File: src/rtl/dff_sweep_pkg.sv
// Shared types and constants for the two-flop timing sweep controller.
package dff_sweep_pkg;

  typedef enum logic [2:0] {
    IDLE,
    DRIVE,
    CLK_HI,
    CLK_LO,
    SEL,
    SAMPLE,
    CHECK,
    DONE
  } state_t;

  localparam logic [1:0] SEL_D   = 2'd0;
  localparam logic [1:0] SEL_CLK = 2'd1;
  localparam logic [1:0] SEL_Q0  = 2'd2;
  localparam logic [1:0] SEL_Q1  = 2'd3;

  function automatic int max3(input int a, input int b, input int c);
    int m;
    m = (a > b) ? a : b;
    return (m > c) ? m : c;
  endfunction

endpackage

File: src/rtl/dff_sweep_ctrl_if.sv
// Bus between the sweep controller and the two-flop DUT: stimulus out, mux line back.
interface dff_sweep_ctrl_if;
  import dff_sweep_pkg::*;

  logic       o_d;
  logic       o_dut_clk;
  logic [1:0] o_sel;
  logic       i_mux;

  modport master (output o_d, output o_dut_clk, output o_sel, input i_mux);
  modport slave  (input  o_d, input  o_dut_clk, input  o_sel, output i_mux);

endinterface

File: src/rtl/dff_sweep_ctrl_sync_2ff.sv
// Two-flop synchroniser for the asynchronous DUT observation line.
module sync_2ff (
  input  logic i_clk,
  input  logic i_rst,
  input  logic i_d,
  output logic o_q
);

  logic r_meta;
  logic r_sync;

  always_ff @(posedge i_clk or posedge i_rst) begin
    if (i_rst) begin
      r_meta <= 1'b0;
      r_sync <= 1'b0;
    end else begin
      r_meta <= i_d;
      r_sync <= r_meta;
    end
  end

  assign o_q = r_sync;

endmodule

File: src/rtl/dff_sweep_ctrl.sv
// Drives data/clock to the two-flop DUT with a programmable offset, then reads
// back d/clk/q0/q1 through the 4:1 mux and counts capture errors per flop.
module dff_sweep_ctrl
  import dff_sweep_pkg::*;
#(
  parameter int N_TRIAL = 16,
  parameter int HI_CYC  = 4,
  parameter int SETTLE  = 8,
  parameter int CNT_W   = 8
) (
  input  logic              i_clk,
  input  logic              i_rst,
  input  logic              i_start,
  input  logic [3:0]        i_offset,
  dff_sweep_ctrl_if.master  dut,
  output logic              o_busy,
  output logic              o_done,
  output logic [CNT_W-1:0]  o_err0,
  output logic [CNT_W-1:0]  o_err1,
  output logic              o_clk_err,
  output logic [3:0]        o_sample
);

  // One down-counter serves every timed state; size it for the longest wait.
  localparam int CW = $clog2(max3(16, HI_CYC, SETTLE));
  localparam int TW = (N_TRIAL > 1) ? $clog2(N_TRIAL) : 1;
  localparam logic [CNT_W-1:0] ERR_MAX = {CNT_W{1'b1}};

  state_t           r_state;
  logic [CW-1:0]    r_cnt;
  logic [TW-1:0]    r_trial;
  logic [3:0]       r_off;
  logic             r_d;
  logic             r_dut_clk;
  logic [1:0]       r_sel;
  logic             r_busy;
  logic             r_done;
  logic [CNT_W-1:0] r_err0;
  logic [CNT_W-1:0] r_err1;
  logic             r_clk_err;
  logic [3:0]       r_sample;
  logic             w_mux_sync;

  sync_2ff u_sync (
    .i_clk (i_clk),
    .i_rst (i_rst),
    .i_d   (dut.i_mux),
    .o_q   (w_mux_sync)
  );

  always_ff @(posedge i_clk or posedge i_rst) begin
    if (i_rst) begin
      r_state   <= IDLE;
      r_cnt     <= '0;
      r_trial   <= '0;
      r_off     <= '0;
      r_d       <= 1'b0;
      r_dut_clk <= 1'b0;
      r_sel     <= SEL_D;
      r_busy    <= 1'b0;
      r_done    <= 1'b0;
      r_err0    <= '0;
      r_err1    <= '0;
      r_clk_err <= 1'b0;
      r_sample  <= '0;
    end else begin
      r_done <= 1'b0;
      case (r_state)
        IDLE: begin
          if (i_start) begin
            r_state   <= DRIVE;
            r_off     <= i_offset;
            r_cnt     <= CW'(i_offset);
            r_d       <= ~r_d;
            r_busy    <= 1'b1;
            r_err0    <= '0;
            r_err1    <= '0;
            r_clk_err <= 1'b0;
            r_trial   <= '0;
          end
        end
        DRIVE: begin
          if (r_cnt == '0) begin
            r_state   <= CLK_HI;
            r_dut_clk <= 1'b1;
            r_cnt     <= CW'(HI_CYC - 1);
          end else begin
            r_cnt <= r_cnt - 1'b1;
          end
        end
        CLK_HI: begin
          if (r_cnt == '0) begin
            r_state   <= CLK_LO;
            r_dut_clk <= 1'b0;
            r_cnt     <= CW'(HI_CYC - 1);
          end else begin
            r_cnt <= r_cnt - 1'b1;
          end
        end
        CLK_LO: begin
          if (r_cnt == '0) begin
            r_state <= SEL;
            r_sel   <= SEL_D;
            r_cnt   <= CW'(SETTLE - 1);
          end else begin
            r_cnt <= r_cnt - 1'b1;
          end
        end
        SEL: begin
          if (r_cnt == '0) r_state <= SAMPLE;
          else             r_cnt   <= r_cnt - 1'b1;
        end
        SAMPLE: begin
          r_sample[r_sel] <= w_mux_sync;
          if (r_sel != SEL_Q1) begin
            r_state <= SEL;
            r_sel   <= r_sel + 1'b1;
            r_cnt   <= CW'(SETTLE - 1);
          end else begin
            r_state <= CHECK;
          end
        end
        CHECK: begin
          if (r_sample[SEL_Q0] != r_sample[SEL_D] && r_err0 != ERR_MAX)
            r_err0 <= r_err0 + 1'b1;
          if (r_sample[SEL_Q1] != r_sample[SEL_D] && r_err1 != ERR_MAX)
            r_err1 <= r_err1 + 1'b1;
          if (r_sample[SEL_CLK])
            r_clk_err <= 1'b1;
          if (r_trial == TW'(N_TRIAL - 1)) begin
            r_state <= DONE;
            r_done  <= 1'b1;
            r_busy  <= 1'b0;
          end else begin
            r_state <= DRIVE;
            r_trial <= r_trial + 1'b1;
            r_d     <= ~r_d;
            r_cnt   <= CW'(r_off);
          end
        end
        DONE:    r_state <= IDLE;
        default: r_state <= IDLE;
      endcase
    end
  end

  assign dut.o_d       = r_d;
  assign dut.o_dut_clk = r_dut_clk;
  assign dut.o_sel     = r_sel;
  assign o_busy        = r_busy;
  assign o_done        = r_done;
  assign o_err0        = r_err0;
  assign o_err1        = r_err1;
  assign o_clk_err     = r_clk_err;
  assign o_sample      = r_sample;

endmodule

File: src/flat_wrapper.sv
// flat-port wrapper written by rule: the top's interface ports become plain ports
module dff_sweep_ctrl_flat import dff_sweep_pkg::*;
#(
  parameter int N_TRIAL = 16,
  parameter int HI_CYC  = 4,
  parameter int SETTLE  = 8,
  parameter int CNT_W   = 8
)
  (i_clk, i_rst, i_start, i_offset, o_busy, o_done, o_err0, o_err1, o_clk_err, o_sample, dut_o_d, dut_o_dut_clk, dut_o_sel, dut_i_mux);
  dff_sweep_ctrl_if dut_i ();
  input  logic i_clk;
  input  logic i_rst;
  input  logic i_start;
  input  logic [3:0] i_offset;
  output logic o_busy;
  output logic o_done;
  output logic [CNT_W-1:0] o_err0;
  output logic [CNT_W-1:0] o_err1;
  output logic o_clk_err;
  output logic [3:0] o_sample;
  output wire logic [$bits(dut_i.o_d)-1:0] dut_o_d;
  output wire logic [$bits(dut_i.o_dut_clk)-1:0] dut_o_dut_clk;
  output wire logic [$bits(dut_i.o_sel)-1:0] dut_o_sel;
  input wire logic [$bits(dut_i.i_mux)-1:0] dut_i_mux;
  assign dut_o_d = dut_i.o_d;
  assign dut_o_dut_clk = dut_i.o_dut_clk;
  assign dut_o_sel = dut_i.o_sel;
  assign dut_i.i_mux = dut_i_mux;
  dff_sweep_ctrl #(.N_TRIAL(N_TRIAL), .HI_CYC(HI_CYC), .SETTLE(SETTLE), .CNT_W(CNT_W)) u_core (.i_clk(i_clk), .i_rst(i_rst), .i_start(i_start), .i_offset(i_offset), .dut(dut_i), .o_busy(o_busy), .o_done(o_done), .o_err0(o_err0), .o_err1(o_err1), .o_clk_err(o_clk_err), .o_sample(o_sample));
endmodule
File: config.mk
export PLATFORM = sky130hd
export DESIGN_NAME = dff_sweep_ctrl_flat
export DESIGN_NICKNAME = d
export VERILOG_FILES = /design/src/rtl/dff_sweep_pkg.sv /design/src/rtl/dff_sweep_ctrl_if.sv /design/src/rtl/dff_sweep_ctrl_sync_2ff.sv /design/src/rtl/dff_sweep_ctrl.sv /design/src/flat_wrapper.sv
export SDC_FILE = /design/constraint.sdc
export NUM_CORES = 1
export LEC_CHECK = 0
export CAP_MARGIN = 20
export CORE_UTILIZATION = 56
export CTS_BUF_LIST = sky130_fd_sc_hd__clkbuf_8
export DETAILED_ROUTE_END_ITERATION = 8
export PLACE_DENSITY = 0.82
export SLEW_MARGIN = 20
export SYNTH_ARGS = -nofsm -noshare
export SYNTH_HDL_FRONTEND = slang
export SYNTH_SLANG_ARGS = --single-unit
export TNS_END_PERCENT = 20
File: constraint.sdc
create_clock -name i_clk -period 2.1 [get_ports i_clk]
set_input_delay 0.63 -clock i_clk [delete_from_list [all_inputs] [get_ports i_clk]]
set_output_delay 0.63 -clock i_clk [all_outputs]
set_load 0.005 [all_outputs]
-- After elaboration in Yosys (flattened, before gate mapping)
Index checks and enable logic that the tools add are counted.
- flip-flop bits (word level): 44
- word-level logic and storage cells: 111
- $add $sub $neg: 5
- $lt $le $gt $ge: 2
- eq/ne operators: 25
- mux-type cells: 43
- bitwise operators: 1
- reduce and logical (&&, ||, !) cells: 20
- operators with widths (operator ; count):
    4-bit 2-to-1 mux ; 8
    8-bit one-hot mux with 2 select lines ; 2
    8-bit 2-to-1 mux ; 3
    3-bit one-hot mux with 8 select lines ; 1
    4-bit one-hot mux with 6 select lines ; 1
    3-bit AND reduction ; 7
    3-bit 2-to-1 mux ; 6
    2-bit by 1-bit inequality test with 1-bit output, second input constant ; 9
    8-bit by 1-bit adder with 8-bit output, second input constant ; 2
    8-bit inequality test, second input constant ; 2
    3-bit equality test, second input constant ; 4
    1-bit 2-to-1 mux ; 11
    5-bit AND reduction ; 2
    2-bit inequality test, second input constant ; 4
    1-bit one-hot mux with 2 select lines ; 4
    4-bit one-hot mux with 2 select lines ; 1
    3-bit by 2-bit equality test with 1-bit output, second input constant ; 2
    2-bit 2-to-1 mux ; 3
    2-bit nonzero test ; 3
    6-bit nonzero test ; 1
    4-bit by 1-bit adder with 4-bit output, second input constant ; 1
    4-bit bitwise mux ; 1
    4-bit equality test, second input constant ; 1
    4-bit zero test ; 1
    13 further kinds ; 16

-- Longest topological paths before layout
- depth in word-level cells: 5
- mapped depth: 7
- gate-level depth less buffers: 7

-- Modules after synthesis
From an unflattened synthesis, not the netlist that was laid out.
- cells, all modules: 248
- area total of the unflattened synthesis: 2393.5 µm²
- modules (own cells, without submodules) (module ; instances ; cells an instance ; area an instance (µm²)):
    dff_sweep_ctrl ; 1 ; 245 ; 2339.7
    sync_2ff ; 1 ; 3 ; 53.8

-- Worst setup path before layout
No wires, ideal clock.
- kind: register -> register
- from: register u_core.r_cnt[0]
- to: register u_core.r_cnt[2]
- arrival time: 1.718 ns
- data required time: 1.979 ns
- path slack: 0.261 ns
- stages on the path, launching flop included: 8
- period minus slack after synthesis: 1.839 ns
- cell sequence: dfrtp_1 > inv_1 > ha_1 > nor3b_2 > a21oi_1 > o311ai_4 > a21oi_1 > a22o_1
- longest elaborated chain between the ends: 3
- elaborated cells between the ends (all ways): 8
- classes of those cells: 1 x add/sub; 1 x eq/ne; 4 x mux; 2 x reduce/logical
- RTL lines (what ; line ; RTL):
    start, declared ; dff_sweep_ctrl.sv:30 ; logic [CW-1:0] r_cnt;
    start signal, assigned ; dff_sweep_ctrl.sv:73 ; r_cnt <= CW'(i_offset);
    start signal, assigned ; dff_sweep_ctrl.sv:86 ; r_cnt <= CW'(HI_CYC - 1);
    start signal, assigned ; dff_sweep_ctrl.sv:88 ; r_cnt <= r_cnt - 1'b1;
    4-bit by 1-bit subtractor with 4-bit output or 4-bit zero test (tied branches) ; n/a ;
    4-bit 2-to-1 mux, or another cell as far along ; dff_sweep_ctrl.sv:110 ; if (r_cnt == '0) r_state <= SAMPLE;
    4-bit one-hot mux with 6 select lines or 5-bit AND reduction (tied branches) ; n/a ;
Parallel ways exist; a longest one is shown, timed or not. The select of a mux whose other input is x is not followed.
A chain may end at the register's enable or synchronous reset.

-- Worst setup path after layout
- from: input i_start
- to: register u_core.r_err0[5], in the netlist u_core.o_err0[5]
- longest elaborated chain between the ends: 2
- RTL lines (what ; line ; RTL):
    start, declared ; flat_wrapper.sv:13 ; input logic i_start;
    2-bit inequality test (no line) ; n/a ;
    3-bit AND reduction (no line) ; n/a ;
    end signal, assigned ; dff_sweep_ctrl.sv:125 ; r_err0 <= r_err0 + 1'b1;
    end, declared ; dff_sweep_ctrl.sv:38 ; logic [CNT_W-1:0] r_err0;
Every way passes these cells.

==> impl_results.md <==
* Worst setup path class: input pin to flop
* Post-detailed-placement half-perimeter wirelength at roughly 3800 um
* Post-layout min period at 1940 ps
* Commonest cells after routing, fill and taps aside: sky130_fd_sc_hd__dfrtp_1, sky130_fd_sc_hd__nand2_1, sky130_fd_sc_hd__clkdlybuf4s50_1
* Die area at 0.00452 mm2
* CP endpoint kind: flop
* Most frequent standard cell in the layout excluding fill and tap cells: sky130_fd_sc_hd__dfrtp_1
* Grt total ovfl at 0
* Final core utilization at 0.735
* Filler-free cell count of the finished design at between 300 and 400
* First-pass DRT Iterations at 4
* Peak supply drop at between 0.0004 and 0.0005 V
* Die boundary height at roughly 67 um
* Nets in the synthesized netlist at around 260
* Vias in the first global route at 1879
* Combined flip-flop and latch cell area at approximately 0.0011 mm2
* Global-route wire length before repair at 8600 um
* Antenna viol nets, final at 0
* Total routing usage reported by global routing at 0.261
* Highest fanout seen on the critical path at 6
* Fill cell total of the finished layout at 303
* Fraction of registers with async set/reset at 1.00
* Max-capacitance violation count at 0
* Pwr Density at around 550 mW/mm2
* Post-synth cell types at 49
* Nature of the critical path startpoint: input pin
* Area of the multi-input gates at around 0.0012 mm2
* Initial core utilization at 0.591
* Clk sinks at 44
* Crit path required time at between 2000 and 2500 ps
* Number of buffers created by CTS at 5
* # diodes at 0
* Cell count after synthesis at around 250
* Class of the tightest hold or removal check: flop to flop
* Proportion of layout cells with a drive suffix above 1 at 0.129
* Leakage power total at around 0.0012 uW
* Final cycle utilization of the critical path at 0.926
* Setup Total Neg Slack at 0 ps
* Initial antenna violation count at 0
* Final net count at 310
* Sequential share of the synthesized area at 0.462
* Routed len/inst at roughly 15 um
* Post-route design area at about 0.003 mm2
* Largest buffer count on any clock path at 2
* Cell area after technology mapping at 0.00238 mm2
* Post-CTS Hold Buffers at 0
* Pin count of the biggest net entering global routing at 23
* Later-pin clock latency in the skew report at just over 300 ps
* DRC violations left at 0
* Chip Width at between 60 and 70 um
* Number of instances in the placed design at between 300 and 400
* Flip-flop and latch count after synthesis at 44
* Setup WS pre-CTS at -230 ps
* YS warnings at 0
* Worst clock skew at slightly above 8 ps
* H-Tree Level Count at 2
* Maximum achievable frequency at 515 MHz
* Detailed-route wire length at about 5200 um
* Crit path setup slack, layout at between 150 and 200 ps
* Total via count after detailed routing at about 2000
* Total placed instance area at roughly 0.0029 mm2
* EDFF count, synth at 0
* DR iter-0 viols at 79
* Setup repair after global routing missed its margin: no
* Pin slew with the least headroom to its limit at around 620 ps
* Worst slew margin relative to its limit at 0.584
* Most used flip-flop cell after synthesis: sky130_fd_sc_hd__dfrtp_1
* Average cell area after synthesis at ~9.6 um2
* Clock slew at reported path FFs at 80 ps
* Top-level I/O count at 35
* Slew Viols, Final at 0
* IO Port Bufs at 34
* # rows at 23
* Result of the run: finished, final reports clean
* Number of hold violations in the final report at 0
* Worst Path Arrival at around 2200 ps
* TritonCTS clock tree: done
* Routed vias/inst at roughly 5.8
* Area growth from synthesis to final layout at 24.4%
* Routability cong. at between 0.8 and 0.9
* Setup violation total in the final timing report at 0
* Core area at about 0.0040 mm2
* Root buffer cell: sky130_fd_sc_hd__clkbuf_8
## metrics by stage
step	total power [uW]	hold WS [ps]
global route	1710	376
finish	1640	366
detailed placement	1110	352
global placement	1100	332
floorplan	1010	331
CTS	1650	370
## worst paths after layout
check | from | to | slack (ps) | cells past startpoint
max | i_start | u_core.o_err0[5]$_DFFE_PP0P_ | 160 | 6
min | u_core.u_sync.r_meta$_DFF_PP0_ | u_core.u_sync.o_q$_DFF_PP0_ | 370 | 0
min reg2reg | u_core.u_sync.r_meta$_DFF_PP0_ | u_core.u_sync.o_q$_DFF_PP0_ | 370 | 0
max in group asynchronous | i_rst | u_core.r_trial[3]$_DFFE_PP0P_ | 890 | 3
min in group asynchronous | i_rst | u_core.o_busy$_DFFE_PP0P_ | 630 | 2
max reg2reg | u_core.r_state[0]$_DFFE_PP0P_ | u_core.o_err0[5]$_DFFE_PP0P_ | 190 | 5
## sequential cells by signal, indices dropped and copies added (netlist names), 2 cells and up
| name | flops |
|---|---|
| u_core.o_err0 | 8 |
| u_core.r_state | 3 |
| u_core.r_off | 4 |
| u_core.r_trial | 4 |
| u_core.r_cnt | 4 |
| u_core.o_sample | 4 |
| u_core.o_err1 | 8 |
| u_core.dut.o_sel | 2 |
## kinds of logic (layout without fill, tap and decap cells)
logic type	after synthesis	count (layout)	synth area share
and+or+nand+nor	100	100	0.223
AOI/OAI and AO/OA	53	53	0.153
DFF	44	44	0.462
buffers and inverters	21	69	0.0368
xor gates and xnor gates	15	15	0.0551
adders and majority gates	8	8	0.0420
muxes	6	6	0.0278
## Yosys cell counts (all sizes together) (4+ instances only)
cell type / instances / share of area
dfrtp: 44 / 0.46
nand2: 38 / 0.060
nor2: 24 / 0.038
a21oi: 15 / 0.035
o21ai: 15 / 0.032
inv: 13 / 0.020
xnor2: 11 / 0.040
ha: 8 / 0.042
nand3: 8 / 0.017
nor3: 7 / 0.019
buf: 5 / 0.012
mux2: 5 / 0.024
nand4: 4 / 0.011
nor4: 4 / 0.018
xor2: 4 / 0.015
## final cells by class
cell class,count,share of cell area
Tap cell,50,0.0211
Multi-Input combinational cell,182,0.406
Clock buffer,6,0.0279
Inverter,13,0.0165
Sequential cell,44,0.372
Clock inverter,2,0.00253
Timing Repair Buffer,48,0.155
## worst max-delay path, cell delays in order
cell and delay [ps]:
sky130_fd_sc_hd__clkdlybuf4s50_1 530, sky130_fd_sc_hd__nor4b_4 270, sky130_fd_sc_hd__a21oi_2 130, sky130_fd_sc_hd__nor2_2 160, sky130_fd_sc_hd__a21oi_1 120, sky130_fd_sc_hd__a311oi_2 300
## power by group
group	internal, uW	leakage [uW]	switching [uW]
logic	98.1	0.000650	80.2
clock network	259	0.0000538	289
registers	879	0.000538	33.1
## what timing repair did
action                                 in CTS  in global routing
setup buffers                               1                  0
endpoints found under the hold margin       0                  0
setup endpoints to repair                   1                  1
resized for setup                           0                  2
## metal layers
metal,track usage,wire length (um)
met1,0.337,2350
met5,0,0
met4,0.120,112
met3,0.0726,224
met2,0.408,2520
No activity file was read; power rests on OpenSTA's default activity.
